## src/rtl/aes_out_serializer.sv

```systemverilog
// ---------------------------------------------------------------------------
// aes_out_serializer
//
// Purpose:
//   Sits downstream of AES_top. Each 128-bit result strobed on
//   AES_data_out_valid is captured into a small block FIFO (FIFO_DEPTH
//   entries). The head block is streamed out as four 32-bit words, most
//   significant word first, over a valid/ready handshake.
//
// Ports:
//   AES_clk             in   1      clock, rising edge
//   AES_rst             in   1      synchronous, active-high reset
//   AES_data_out_valid  in   1      1-cycle strobe, AES_data_out is a result
//   AES_data_out        in   128    ciphertext block
//   ser_word            out  32     current output word (registered)
//   ser_valid           out  1      ser_word is valid (registered)
//   ser_ready           in   1      consumer accepts ser_word
//   ser_last            out  1      ser_word is the last word of its block
//   blk_level           out  LVL_W  number of blocks stored (0..FIFO_DEPTH)
//   overflow            out  1      sticky, a block was dropped on a full FIFO
//   ser_parity          out  1      even parity of ser_word (only with
//                                   AES_OUT_SER_PARITY_EN)
//   dbg_state           out  3      per-block word FSM state, for debug
//
// Handshake: a word transfers on a rising edge where ser_valid and ser_ready
//   are both 1. While ser_valid is 1 and ser_ready is 0, ser_word, ser_valid
//   and ser_last hold. ser_valid never drops without a transfer except on
//   reset. ser_ready is ignored while ser_valid is 0.
//
// Configuration macro:
//   AES_OUT_SER_PARITY_EN  adds the ser_parity output and its register.
// ---------------------------------------------------------------------------
module aes_out_serializer #(
  parameter int FIFO_DEPTH = 4,
  parameter int LVL_W      = 3
) (
  input  logic             AES_clk,
  input  logic             AES_rst,
  input  logic             AES_data_out_valid,
  input  logic [127:0]     AES_data_out,
  output logic [31:0]      ser_word,
  output logic             ser_valid,
  input  logic             ser_ready,
  output logic             ser_last,
  output logic [LVL_W-1:0] blk_level,
  output logic             overflow,
`ifdef AES_OUT_SER_PARITY_EN
  output logic             ser_parity,
`endif
  output logic [2:0]       dbg_state
);

  localparam int PTR_W = (FIFO_DEPTH > 1) ? $clog2(FIFO_DEPTH) : 1;

  // Word-position FSM for the head block. IDLE means the FIFO is empty.
  typedef enum logic [2:0] {
    ST_IDLE = 3'd0,
    ST_W0   = 3'd1,
    ST_W1   = 3'd2,
    ST_W2   = 3'd3,
    ST_W3   = 3'd4
  } state_e;

  state_e             state_q, state_d;
  logic [PTR_W-1:0]   rd_ptr_q, rd_ptr_d;
  logic [PTR_W-1:0]   wr_ptr_q, wr_ptr_d;
  logic [LVL_W-1:0]   level_q, level_d;
  logic               overflow_q, overflow_d;
  logic [31:0]        ser_word_q, ser_word_d;
  logic               ser_valid_q, ser_valid_d;
  logic               ser_last_q, ser_last_d;
  logic [127:0]       mem_q [FIFO_DEPTH];

  logic               xfer;
  logic               pop;
  logic               full;
  logic               push;
  logic [127:0]       head_blk;
  logic [1:0]         idx_d;

  function automatic logic [31:0] word_sel(input logic [127:0] blk,
                                           input logic [1:0]   idx);
    logic [31:0] w;
    case (idx)
      2'd0:    w = blk[127:96];
      2'd1:    w = blk[95:64];
      2'd2:    w = blk[63:32];
      default: w = blk[31:0];
    endcase
    return w;
  endfunction

  function automatic logic [1:0] state_idx(input state_e s);
    logic [1:0] i;
    case (s)
      ST_W1:   i = 2'd1;
      ST_W2:   i = 2'd2;
      ST_W3:   i = 2'd3;
      default: i = 2'd0;
    endcase
    return i;
  endfunction

  always_comb begin
    xfer       = ser_valid_q & ser_ready;
    pop        = xfer & (state_q == ST_W3);
    full       = (level_q == LVL_W'(FIFO_DEPTH));
    // A pop on the same edge frees the slot a full FIFO would otherwise lack.
    push       = AES_data_out_valid & (~full | pop);

    overflow_d = overflow_q | (AES_data_out_valid & ~push);
    rd_ptr_d   = pop  ? rd_ptr_q + PTR_W'(1) : rd_ptr_q;
    wr_ptr_d   = push ? wr_ptr_q + PTR_W'(1) : wr_ptr_q;

    case ({push, pop})
      2'b10:   level_d = level_q + LVL_W'(1);
      2'b01:   level_d = level_q - LVL_W'(1);
      default: level_d = level_q;
    endcase

    state_d = state_q;
    if (level_d == '0) begin
      state_d = ST_IDLE;
    end else begin
      case (state_q)
        ST_IDLE: state_d = ST_W0;
        ST_W0:   if (xfer) state_d = ST_W1;
        ST_W1:   if (xfer) state_d = ST_W2;
        ST_W2:   if (xfer) state_d = ST_W3;
        ST_W3:   if (xfer) state_d = ST_W0;
        default: state_d = ST_IDLE;
      endcase
    end
    idx_d = state_idx(state_d);

    // The next head block may be the one written on this very edge (empty
    // FIFO, or a single block replaced by a same-edge push), so bypass it.
    if (push && (wr_ptr_q == rd_ptr_d)) begin
      head_blk = AES_data_out;
    end else begin
      head_blk = mem_q[rd_ptr_d];
    end

    ser_valid_d = (level_d != '0);
    ser_word_d  = ser_valid_d ? word_sel(head_blk, idx_d) : 32'd0;
    ser_last_d  = ser_valid_d & (state_d == ST_W3);
  end

  always_ff @(posedge AES_clk) begin
    if (AES_rst) begin
      state_q     <= ST_IDLE;
      rd_ptr_q    <= '0;
      wr_ptr_q    <= '0;
      level_q     <= '0;
      overflow_q  <= 1'b0;
      ser_word_q  <= 32'd0;
      ser_valid_q <= 1'b0;
      ser_last_q  <= 1'b0;
    end else begin
      state_q     <= state_d;
      rd_ptr_q    <= rd_ptr_d;
      wr_ptr_q    <= wr_ptr_d;
      level_q     <= level_d;
      overflow_q  <= overflow_d;
      ser_word_q  <= ser_word_d;
      ser_valid_q <= ser_valid_d;
      ser_last_q  <= ser_last_d;
    end
  end

  // Storage needs no reset: a slot is only read after it has been written.
  always_ff @(posedge AES_clk) begin
    if (!AES_rst && push) begin
      mem_q[wr_ptr_q] <= AES_data_out;
    end
  end

`ifdef AES_OUT_SER_PARITY_EN
  logic ser_parity_q, ser_parity_d;

  always_comb begin
    ser_parity_d = ^ser_word_d;
  end

  always_ff @(posedge AES_clk) begin
    if (AES_rst) begin
      ser_parity_q <= 1'b0;
    end else begin
      ser_parity_q <= ser_parity_d;
    end
  end

  assign ser_parity = ser_parity_q;
`endif

  assign ser_word  = ser_word_q;
  assign ser_valid = ser_valid_q;
  assign ser_last  = ser_last_q;
  assign blk_level = level_q;
  assign overflow  = overflow_q;
  assign dbg_state = state_q;

endmodule

```

## config.mk

```make
export PLATFORM = sky130hd
export DESIGN_NAME = aes_out_serializer
export DESIGN_NICKNAME = d
export VERILOG_FILES = /design/src/rtl/aes_out_serializer.sv
export SDC_FILE = /design/constraint.sdc
export NUM_CORES = 1
export LEC_CHECK = 0
export ABC_CLOCK_PERIOD_IN_PS = 10400
export CAP_MARGIN = 10
export CORE_UTILIZATION = 35
export DETAILED_ROUTE_END_ITERATION = 8
export PLACE_DENSITY = 0.56
export RECOVER_POWER = 50
export SETUP_SLACK_MARGIN = 0.5
export SLEW_MARGIN = 10
export SYNTH_ARGS = -nofsm -noshare
export SYNTH_HDL_FRONTEND = slang
export SYNTH_SLANG_ARGS = --single-unit
```

## constraint.sdc

```tcl
create_clock -name AES_clk -period 10.4 [get_ports AES_clk]
set_input_delay 2.6 -clock AES_clk [delete_from_list [all_inputs] [get_ports AES_clk]]
set_output_delay 2.6 -clock AES_clk [all_outputs]
set_load 0.1 [all_outputs]
```

==> impl_metrics.ini, run 1 <==
[synth]
synth-async-reset-ratio_pct = 0
synth-seq-cells = 557
syn-num-nets = 2064
netlist_area_um2 = 27700
synth.top_cell.area_share_pct = 55.6
yosysMostFrequentCell = edfxtp_1
netlist_top_cells_area = edfxtp_1, mux4_2, mux2i_1
yosysWarnings = 0
syn_avg_cell_area_um2 = 14.4
synth_cells = 1927
ys_seq_area_share_pct = 58.8
yosysTopAreaCell = edfxtp_1
synth_edf_count = 512
synth-main-ff-cell = edfxtp_1
yosysUniqueCellTypes = 76
synth_top_cells_by_count = edfxtp_1, mux4_2, mux2i_1

[die]
dieArea_um2 = 80200
die_h_um = 283
die_w_um = 283
core-area_um2 = 77800
row_count = 102
start_util_pct = 35.5
ios = 173

[power_and_ir_drop]
p_seq_share_pct = 49.7
finalPower_mw = 5.16
p_comb_share_pct = 9.7
power_frac_clock_pct = 40.6
switching_share_pct = 24.0
p_sw_mw = 1.24
p_int_mw = 3.92
p_per_area_nw_per_um2 = 161
ir_worst_vdd_uv = 126
leakagePower_nw = 9.60

[global_routing]
grt_max_degree = 158
overflow = 0
grt_pass1_vias = 18500
antenna_found_initial = 30
grt_pass1_wl_um = 123000
grt.total_usage_pct = 20.4

[setup_path]
crit_path_start = ser_ready
cp_cell_sequence = dlygate4sd3_1 > and2_2 > buf_4 > nand2_4 > nor2_1 > inv_1 > fa_1 > or4bb_1 > nor4_1 > nor4_4 > nand4_1 > buf_4 > nor2_2 > nand2_1 > a31oi_1
timing.rr.start = dbg_state[2]$_SDFF_PP0_
path_common_cell = buf_4
slowest_delay_ns = 0.71
crit_type = in2reg
cp.required_ns = 10.94
slowest_stage = nor2_2
worst_ep_arrival_time_ns = 8.62
start_kind = input pin
end_kind = flop
cp_max_fo = 46

[route]
vias_per_cell = 6.01
antenna_left = 0
drtIter0Drc = 1811
met3WireLength_um = 6500
wire_per_inst_um = 27.0
routed_wirelength_um = 83800
drc = 0
top_layer = met5
met2WireLength_um = 38600
vias = 18700
first_pass_iters = 5
wl_met1_um = 36200

[placement]
io_buffers = 172
place_inst = 2991
dp_hpwl_um = 50200
gp_congestion = 0.831
dp_slack_ns = 1.82

[timing]
tns_ns = 0
final-hold-violation-count = 0
fmaxAchievable_ghz = 0.124
finClkSkew_ns = 0.0343
worst_slack_ns = 2.32
rsz0062_at_grt = no
fin_crit_ns = 8.08
relSlewSlack_pct = -35.9
fin_crit_sh_pct = 77.7
final_max_slew_viol_count = 73
worst_slew_pin_slew_ns = 2.04
setup_viol = 0

[cts]
cts_buffers = 59
ctsHoldBuffers = 0
cts_num_sinks = 557
cts_tree = done
clk_latency_ns = 0.62
ctsResizeCount = 0
post-cts-setup-buffer-count = 0
cts_buffer_depth = 3
cts_root_buf = clkbuf_16
htree_levels = 2
cts.clk_slew.worst_paths_ns = 0.06

[cells_and_area]
final_util_pct = 41.3
fillCellCount = 7094
final_nets = 2150
final_cells = 3105
multi_input_area_um2 = 10600
regArea_um2 = 16300
area_delta_synth_final_pct = 16.2
drive_gt1_share_pct = 17.9

[job]
maxCapViolCount = 3

[min_path]
hold_class = reg2reg
min_from = overflow$_SDFF_PP0_

[status]
status = finished, violations left
violations = max-capacitance violations, max-slew violations
-- registers in the layout, indices dropped and copies added (netlist names) --
signal,cells
mem_q,512
ser_word,32
blk_level,3
dbg_state,3
rd_ptr_q,2
wr_ptr_q,2
overflow,1
ser_last,1
ser_valid,1
-- placed cells by master (no fill, tap or decap), types with 15 or more instances in the layout --
| master | instances |
|---|---|
| nor3_1 | 34 |
| a22oi_1 | 31 |
| a211oi_1 | 35 |
| clkbuf_8 | 15 |
| nand2_1 | 70 |
| o21ai_0 | 72 |
| nand3b_1 | 20 |
| clkbuf_1 | 18 |
| nor4_1 | 41 |
| o22ai_1 | 34 |
| or4_1 | 25 |
| mux2i_1 | 124 |
| clkbuf_16 | 59 |
| or3b_2 | 18 |
| edfxtp_1 | 512 |
| a31oi_1 | 18 |
| o221ai_1 | 48 |
| a221oi_1 | 18 |
| o21a_1 | 22 |
| mux4_2 | 143 |
| clkdlybuf4s50_1 | 26 |
| a21oi_1 | 65 |
| dfxtp_1 | 43 |
| nor4b_1 | 18 |
| mux2_2 | 48 |
| nor2_1 | 105 |
| o211ai_1 | 28 |
| buf_4 | 27 |
| nand2b_1 | 17 |
| dlygate4sd3_1 | 146 |
-- final cells by class --
class / count / area share (%)
multi-input combinational: 1180 / 32.9
tap: 1040 / 4.05
clock inverter: 18 / 0.584
timing repair buffer: 205 / 6.26
inverter: 10 / 0.117
clock buffer: 90 / 5.42
sequential: 557 / 50.7
antenna: 5 / 0.0389
-- logic make-up after synthesis --
family	share of synthesized area [%]
flops	58.8
compound gates	11.1
simple gates	8.33
mux	18.1
buf+inv	3.16
xor+xnor	0.253
fa+ha+maj	0.253
-- final timing paths --
| path | depth (start not counted) | slack, ns | endpoint |
|---|---|---|---|
| setup / recovery | 15 | 2.32 | ser_word[16]$_SDFF_PP0_ |
| hold / removal | 2 | 0.48 | overflow$_SDFF_PP0_ |
| setup reg to reg | 14 | 4.43 | ser_word[16]$_SDFF_PP0_ |
| hold reg to reg | 2 | 0.48 | overflow$_SDFF_PP0_ |
-- through the flow --
stage          instance area [um^2]  hold slack, ns
2_1_floorplan                 27700           0.589
3_3_place_gp                  30200           0.464
3_5_place_dp                  30200           0.468
4_1_cts                       32100           0.484
5_1_grt                       32100           0.550
6_report                      32100           0.478
-- per-layer routing --
metal | track usage (%) | vias to the layer above
met2 | 31.7 | 796
li1 | - | 8077
met3 | 3.98 | 171
met4 | 6.23 | 14
met1 | 28.7 | 9607
met5 | 0 | -
-- critical path: cells and delay by family --
kind / cells / cell delay, ns
AND/OR/NAND/NOR: 9 / 3.55
buffers and inverters: 4 / 1.71
adder cells (fa/ha/maj): 1 / 0.52
AO/OA/AOI/OAI: 1 / 0.16
-- power by group through the flow --
stage / Sequential [mW] / Combinational (mW) / Clock, mW
2_1_floorplan: 2.72 / 0.187 / 0
3_3_place_gp: 2.61 / 0.507 / 0
3_5_place_dp: 2.61 / 0.510 / 0
4_1_cts: 2.57 / 0.512 / 2.14
5_1_grt: 2.57 / 0.526 / 2.22
6_report: 2.57 / 0.501 / 2.10
Note: power is estimated with default switching activity, not from simulation.
==> run 2, diff against run 1 <==
Settings changed: ABC_CLOCK_PERIOD_IN_PS 10400 to 7050, PLACE_DENSITY 0.56 to 0.58.
Clock period 10.4 ns to 7.05 ns, I/O delays scaled along.
==> run 2 against run 1 <==
The flow still finishes with violations (max-capacitance violations, max-slew violations); global-route usage fell by 0.38 points; setup slack worse by 1.3 ns; sequential cell count unchanged; via count rose by 0.85%; wire length down 2.1%; clock power increased by 48%; cell count rose by 0.39%; non-clock buffer count rose by 10; worst hold slack improved by 0.081 ns.
==> impl_metrics.ini, run 2 (synthesis results as in run 1) <==
[setup_path]
setup.worst_path.end = mem_q[3][40]$_DFFE_PP_
worst_ep_arrival_time_ns = 6.24
reg2reg_to = ser_word[25]$_SDFF_PP0_
crit_type = in2reg
reg2reg_slack_ns = 1.94
start_kind = input pin
slowest_stage = clkbuf_2
reg2reg_depth = 14
end_kind = flop
crit_path_start = ser_ready
cp_max_fo = 44
cp.required_ns = 7.28
path_common_cell = nor2_1
cp_cell_sequence = dlygate4sd3_1 > nand2_1 > nor2_1 > o21ai_0 > nor2_1 > and2_0 > clkbuf_2
timing.rr.start = dbg_state[2]$_SDFF_PP0_
slowest_delay_ns = 1.07

[cells_and_area]
layout_common_cells = edfxtp_1, dlygate4sd3_1, mux4_2, mux2i_1, nor2_1
drive_gt1_share_pct = 18.1
largest_register_ffs = 512
fillCellCount = 7076
area_delta_synth_final_pct = 16.6
regMostFlops = mem_q
final_common_cell = edfxtp_1
final_area_um2 = 32300
final_nets = 2159

[cts]
ctsResizeCount = 0
cts_root_buf = clkbuf_16
cts_buffer_depth = 3
clk_latency_ns = 0.63
post-cts-setup-buffer-count = 0
cts.clk_slew.worst_paths_ns = 0.06
htree_levels = 2
cts_tree = done
cts_num_sinks = 557
cts_buffers = 58
ctsHoldBuffers = 0

[placement]
gp_congestion = 0.842
dp_hpwl_um = 50200
dp_slack_ns = 0.732
placed_area_um2 = 30400
io_buffers = 172

[power_and_ir_drop]
p_per_area_nw_per_um2 = 236
finalPower_mw = 7.62
ir_worst_vdd_uv = 215
leakagePower_nw = 9.64

[route]
drtIter0Drc = 1931
vias_per_cell = 6.04
first_pass_iters = 5
vias = 18800
routed_wirelength_um = 82000
drc = 0
antenna_left = 0
wire_per_inst_um = 26.3

[die]
die_w_um = 283
ios = 173
row_count = 102
dieArea_um2 = 80200
start_util_pct = 35.5
core-area_um2 = 77800
die_h_um = 283

[global_routing]
grt_pass1_wl_um = 122000
antenna_found_initial = 23
grt_max_degree = 143
grt_pass1_vias = 18700
grt.total_usage_pct = 20.0
overflow = 0

[timing]
fin_crit_ns = 6.01
rsz0062_at_grt = no
tns_ns = 0
final_max_slew_viol_count = 45
setup_viol = 0
final-hold-violation-count = 0
worst_slew_pin_slew_ns = 1.54
relSlewSlack_pct = -2.99
worst_slack_ns = 1.04
fmaxAchievable_ghz = 0.166
fin_crit_sh_pct = 85.3
finClkSkew_ns = 0.0231

[job]
maxCapViolCount = 1

[status]
status = finished, violations left
violations = max-capacitance violations, max-slew violations

[min_path]
min_from = overflow$_SDFF_PP0_
hold_class = reg2reg
-- run 2: cell types whose count changed in the layout (fill, tap and decap cells not counted), moves of 6 or more --
cell / before / now
clkbuf_8: 15 / 0
clkbuf_1: 18 / 10
buf_12: 4 / 11
clkinv_1: 8 / 18
clkinv_2: 4 / 10
-- run 2: worst max-delay path, delay by kind of cell --
kind / cells / cell delay, ns
AOI/OAI and AO/OA: 1 / 0.36
buffers and inverters: 2 / 1.67
and+or+nand+nor: 4 / 2.34
-- run 2: through the flow --
stage          hold slack [ns]  util, %  cells
2_1_floorplan            0.589        -   1927
3_3_place_gp             0.534     39.0   3002
3_5_place_dp             0.552     39.0   3002
4_1_cts                  0.564     41.5   3111
5_1_grt                  0.590     41.4   3114
6_report                 0.559     41.4   3117
-- run 2: routing by layer --
metal / track usage [%] / up-vias / wire length (um)
li1: - / 8100 / -
met1: 28.3 / 9743 / 35200
met2: 31.3 / 815 / 38000
met3: 3.86 / 155 / 6740
met4: 5.59 / 10 / 1940
met5: 0 / - / 62
-- run 2: cell type report --
type | count | area, um^2 | share of cell area [%]
Clock buffer | 69 | 1510 | 4.69
Sequential cell | 557 | 16300 | 50.5
Tap cell | 1040 | 1300 | 4.03
Antenna cell | 6 | 15.0 | 0.0466
Timing Repair Buffer | 215 | 2180 | 6.76
Clock inverter | 40 | 373 | 1.16
Inverter | 10 | 37.5 | 0.116
Multi-Input combinational cell | 1180 | 10600 | 32.7
-- run 2: worst min-delay path by stage --
stage / endpoint / cells after the start / slack, ns
after global placement: overflow$_SDFF_PP0_ / 2 / 0.53
after global routing: overflow$_SDFF_PP0_ / 2 / 0.59
after detailed placement: overflow$_SDFF_PP0_ / 2 / 0.55
after CTS: overflow$_SDFF_PP0_ / 2 / 0.56
final: overflow$_SDFF_PP0_ / 2 / 0.56
after floorplan: wr_ptr_q[1]$_SDFFE_PP0P_ / 2 / 0.59
-- run 2: report_power, final --
group | switching (mW) | internal (mW) | leakage [nW]
Combinational | 0.507 | 0.233 | 3.70
Clock | 1.32 | 1.78 | 0.925
Sequential | 0.0580 | 3.73 | 5.02
==> run 3, diff against run 2 <==
Settings changed: ABC_CLOCK_PERIOD_IN_PS 7050 to not set, PLACE_DENSITY 0.58 to 0.56.
Clock period 7.05 ns to 5.8 ns, I/O delays scaled along.
==> run 3 against run 2 <==
The flow now finishes without violations; global-route usage up 0.21 points; clock skew down 0.0080 ns; power up 23%; first-iteration DRC count down 10%; sequential share of layout area down 0.31 points; die area unchanged; via count down 0.62%; register-to-register slack worse by 0.41 ns; non-clock buffer count up 8; critical path depth up 6; wire length up 1.5%; sequential cell count unchanged; critical path type unchanged; critical endpoint is now ser_word[21]$_SDFF_PP0_; largest power group unchanged; highest routed layer unchanged.
==> impl_metrics.ini, run 3 (synthesis results as in run 1) <==
[global_routing]
grt_util_met2_pct = 31.8
grt_max_degree = 133
grt.total_usage_pct = 20.2
grt_pass1_wl_um = 122000
overflow = 0
grt.busiest_layer = met2
grt_pass1_vias = 18600
met3_usage_pct = 3.82
met1_usage_pct = 28.5
antenna_found_initial = 22

[route]
routed_wirelength_um = 83200
vias_per_cell = 6.00
drtIter0Drc = 1731
first_pass_iters = 5
wire_per_inst_um = 26.7
drc = 0
antenna_left = 0
vias = 18700

[timing]
fin_crit_ns = 5.15
setup_viol = 0
rsz0062_at_grt = no
finClkSkew_ns = 0.0151
final-hold-violation-count = 0
tns_ns = 0
fmaxAchievable_ghz = 0.194
final_max_slew_viol_count = 0
whs_ns = 0.591
relSlewSlack_pct = 26.2
worst_slew_pin_slew_ns = 1.10
fin_crit_sh_pct = 88.8

[power_and_ir_drop]
finalPower_mw = 9.39
switching_share_pct = 24.0
p_comb_share_pct = 9.6
p_seq_share_pct = 49.0
power_frac_clock_pct = 41.4
ir_worst_vdd_uv = 212
p_per_area_nw_per_um2 = 289
p_int_mw = 7.14
p_sw_mw = 2.25
leakagePower_nw = 9.78

[cells_and_area]
regMostFlops = mem_q
largest_register_ffs = 512
final_area_um2 = 32500
layout_common_cells = edfxtp_1, dlygate4sd3_1, mux4_2, mux2i_1, nor2_1
area_delta_synth_final_pct = 17.3
final_common_cell = edfxtp_1
final_util_pct = 41.7
drive_gt1_share_pct = 18.5
final_nets = 2165

[setup_path]
cp_cell_sequence = dlygate4sd3_1 > and2_2 > nand2_4 > nor2_1 > inv_1 > fa_1 > or4bb_1 > nor4_1 > nor4_4 > and3_4 > nor2_4 > a221oi_1 > a31oi_1
crit_type = in2reg
critical_path_cell_count = 13
cp.required_ns = 6.32
cp_num_buf_inv = 2
slowest_delay_ns = 0.63
end_kind = flop
cpLargestDelayFamily = simple AND/OR/NAND/NOR gates
worst_ep_arrival_time_ns = 5.67
reg2reg_depth = 12
start_kind = input pin
slowest_stage = dlygate4sd3_1
cp_max_fo = 21

[job]
maxCapViolCount = 0

[cts]
cts_buffer_depth = 3
cts_tree = done
cts.clk_slew.worst_paths_ns = 0.06
ctsResizeCount = 0
cts_buffers = 56
post-cts-setup-buffer-count = 0
ctsHoldBuffers = 0
clk_latency_ns = 0.61
cts_root_buf = clkbuf_16
htree_levels = 2
cts_num_sinks = 557

[die]
die_h_um = 283
ios = 173
row_count = 102
start_util_pct = 35.5
die_w_um = 283
dieArea_um2 = 80200
core-area_um2 = 77800

[min_path]
hold_class = reg2reg
holdPathStages = 2

[placement]
gp_congestion = 0.848
dp_hpwl_um = 51700
io_buffers = 172
placed_area_um2 = 30500

[status]
status = complete, no violations
run 3: changes by cell type in the layout (fill, tap and decap cells not counted), moves of 3 or more:
cell | before | now
clkbuf_1 | 10 | 13
buf_12 | 11 | 17
bufinv_16 | 7 | 11
clkinv_2 | 10 | 7
clkinv_1 | 18 | 8
dlygate4sd3_1 | 147 | 164
clkdlybuf4s50_1 | 25 | 8
clkbuf_8 | 0 | 4
buf_4 | 31 | 34
run 3: final timing paths:
path | start | endpoint | slack [ns]
hold / removal | overflow$_SDFF_PP0_ | overflow$_SDFF_PP0_ | 0.59
setup / recovery | ser_ready | ser_word[21]$_SDFF_PP0_ | 0.65
setup reg to reg | dbg_state[2]$_SDFF_PP0_ | ser_word[21]$_SDFF_PP0_ | 1.53
hold reg to reg | overflow$_SDFF_PP0_ | overflow$_SDFF_PP0_ | 0.59
run 3: cell type report:
type                            instances  area [um^2]
Fill cell                            7055        45400
Sequential cell                       557        16300
Multi-Input combinational cell       1180        10600
Timing Repair Buffer                  223         2320
Clock buffer                           74         1530
Tap cell                             1040         1300
Clock inverter                         28          410
Inverter                               10         37.5
Antenna cell                            6         15.0
run 3: power groups by stage:
stage,sequential (mW),clock [mW],combinational (mW)
after detailed placement,4.69,0,0.927
after floorplan,4.86,0,0.336
after global routing,4.61,4.09,0.954
after CTS,4.60,3.96,0.930
final,4.60,3.89,0.906
after global placement,4.68,0,0.915
run 3: per-layer routing:
layer / part of all wire (%) / vias up
met1: 43 / 9658
met3: 8.1 / 144
li1: - / 8103
met2: 46 / 797
met5: 0.024 / -
met4: 2.3 / 4
run 3: through the flow:
step	setup WS [ns]	instances
6_report	0.647	3118
5_1_grt	0.470	3115
4_1_cts	0.837	3112
3_5_place_dp	0.219	3010
3_3_place_gp	0.114	3010
2_1_floorplan	0.608	1927
run 3: worst register-to-register path, stage by stage (launching register included):
cell	delay [ns]
dfxtp_1	0.49
nor3b_4	0.31
nand2_4	0.07
nor2_1	0.18
inv_1	0.08
fa_1	0.60
or4bb_1	0.51
nor4_1	0.45
nor4_4	0.14
and3_4	0.33
nor2_4	0.61
a221oi_1	0.21
a31oi_1	0.20
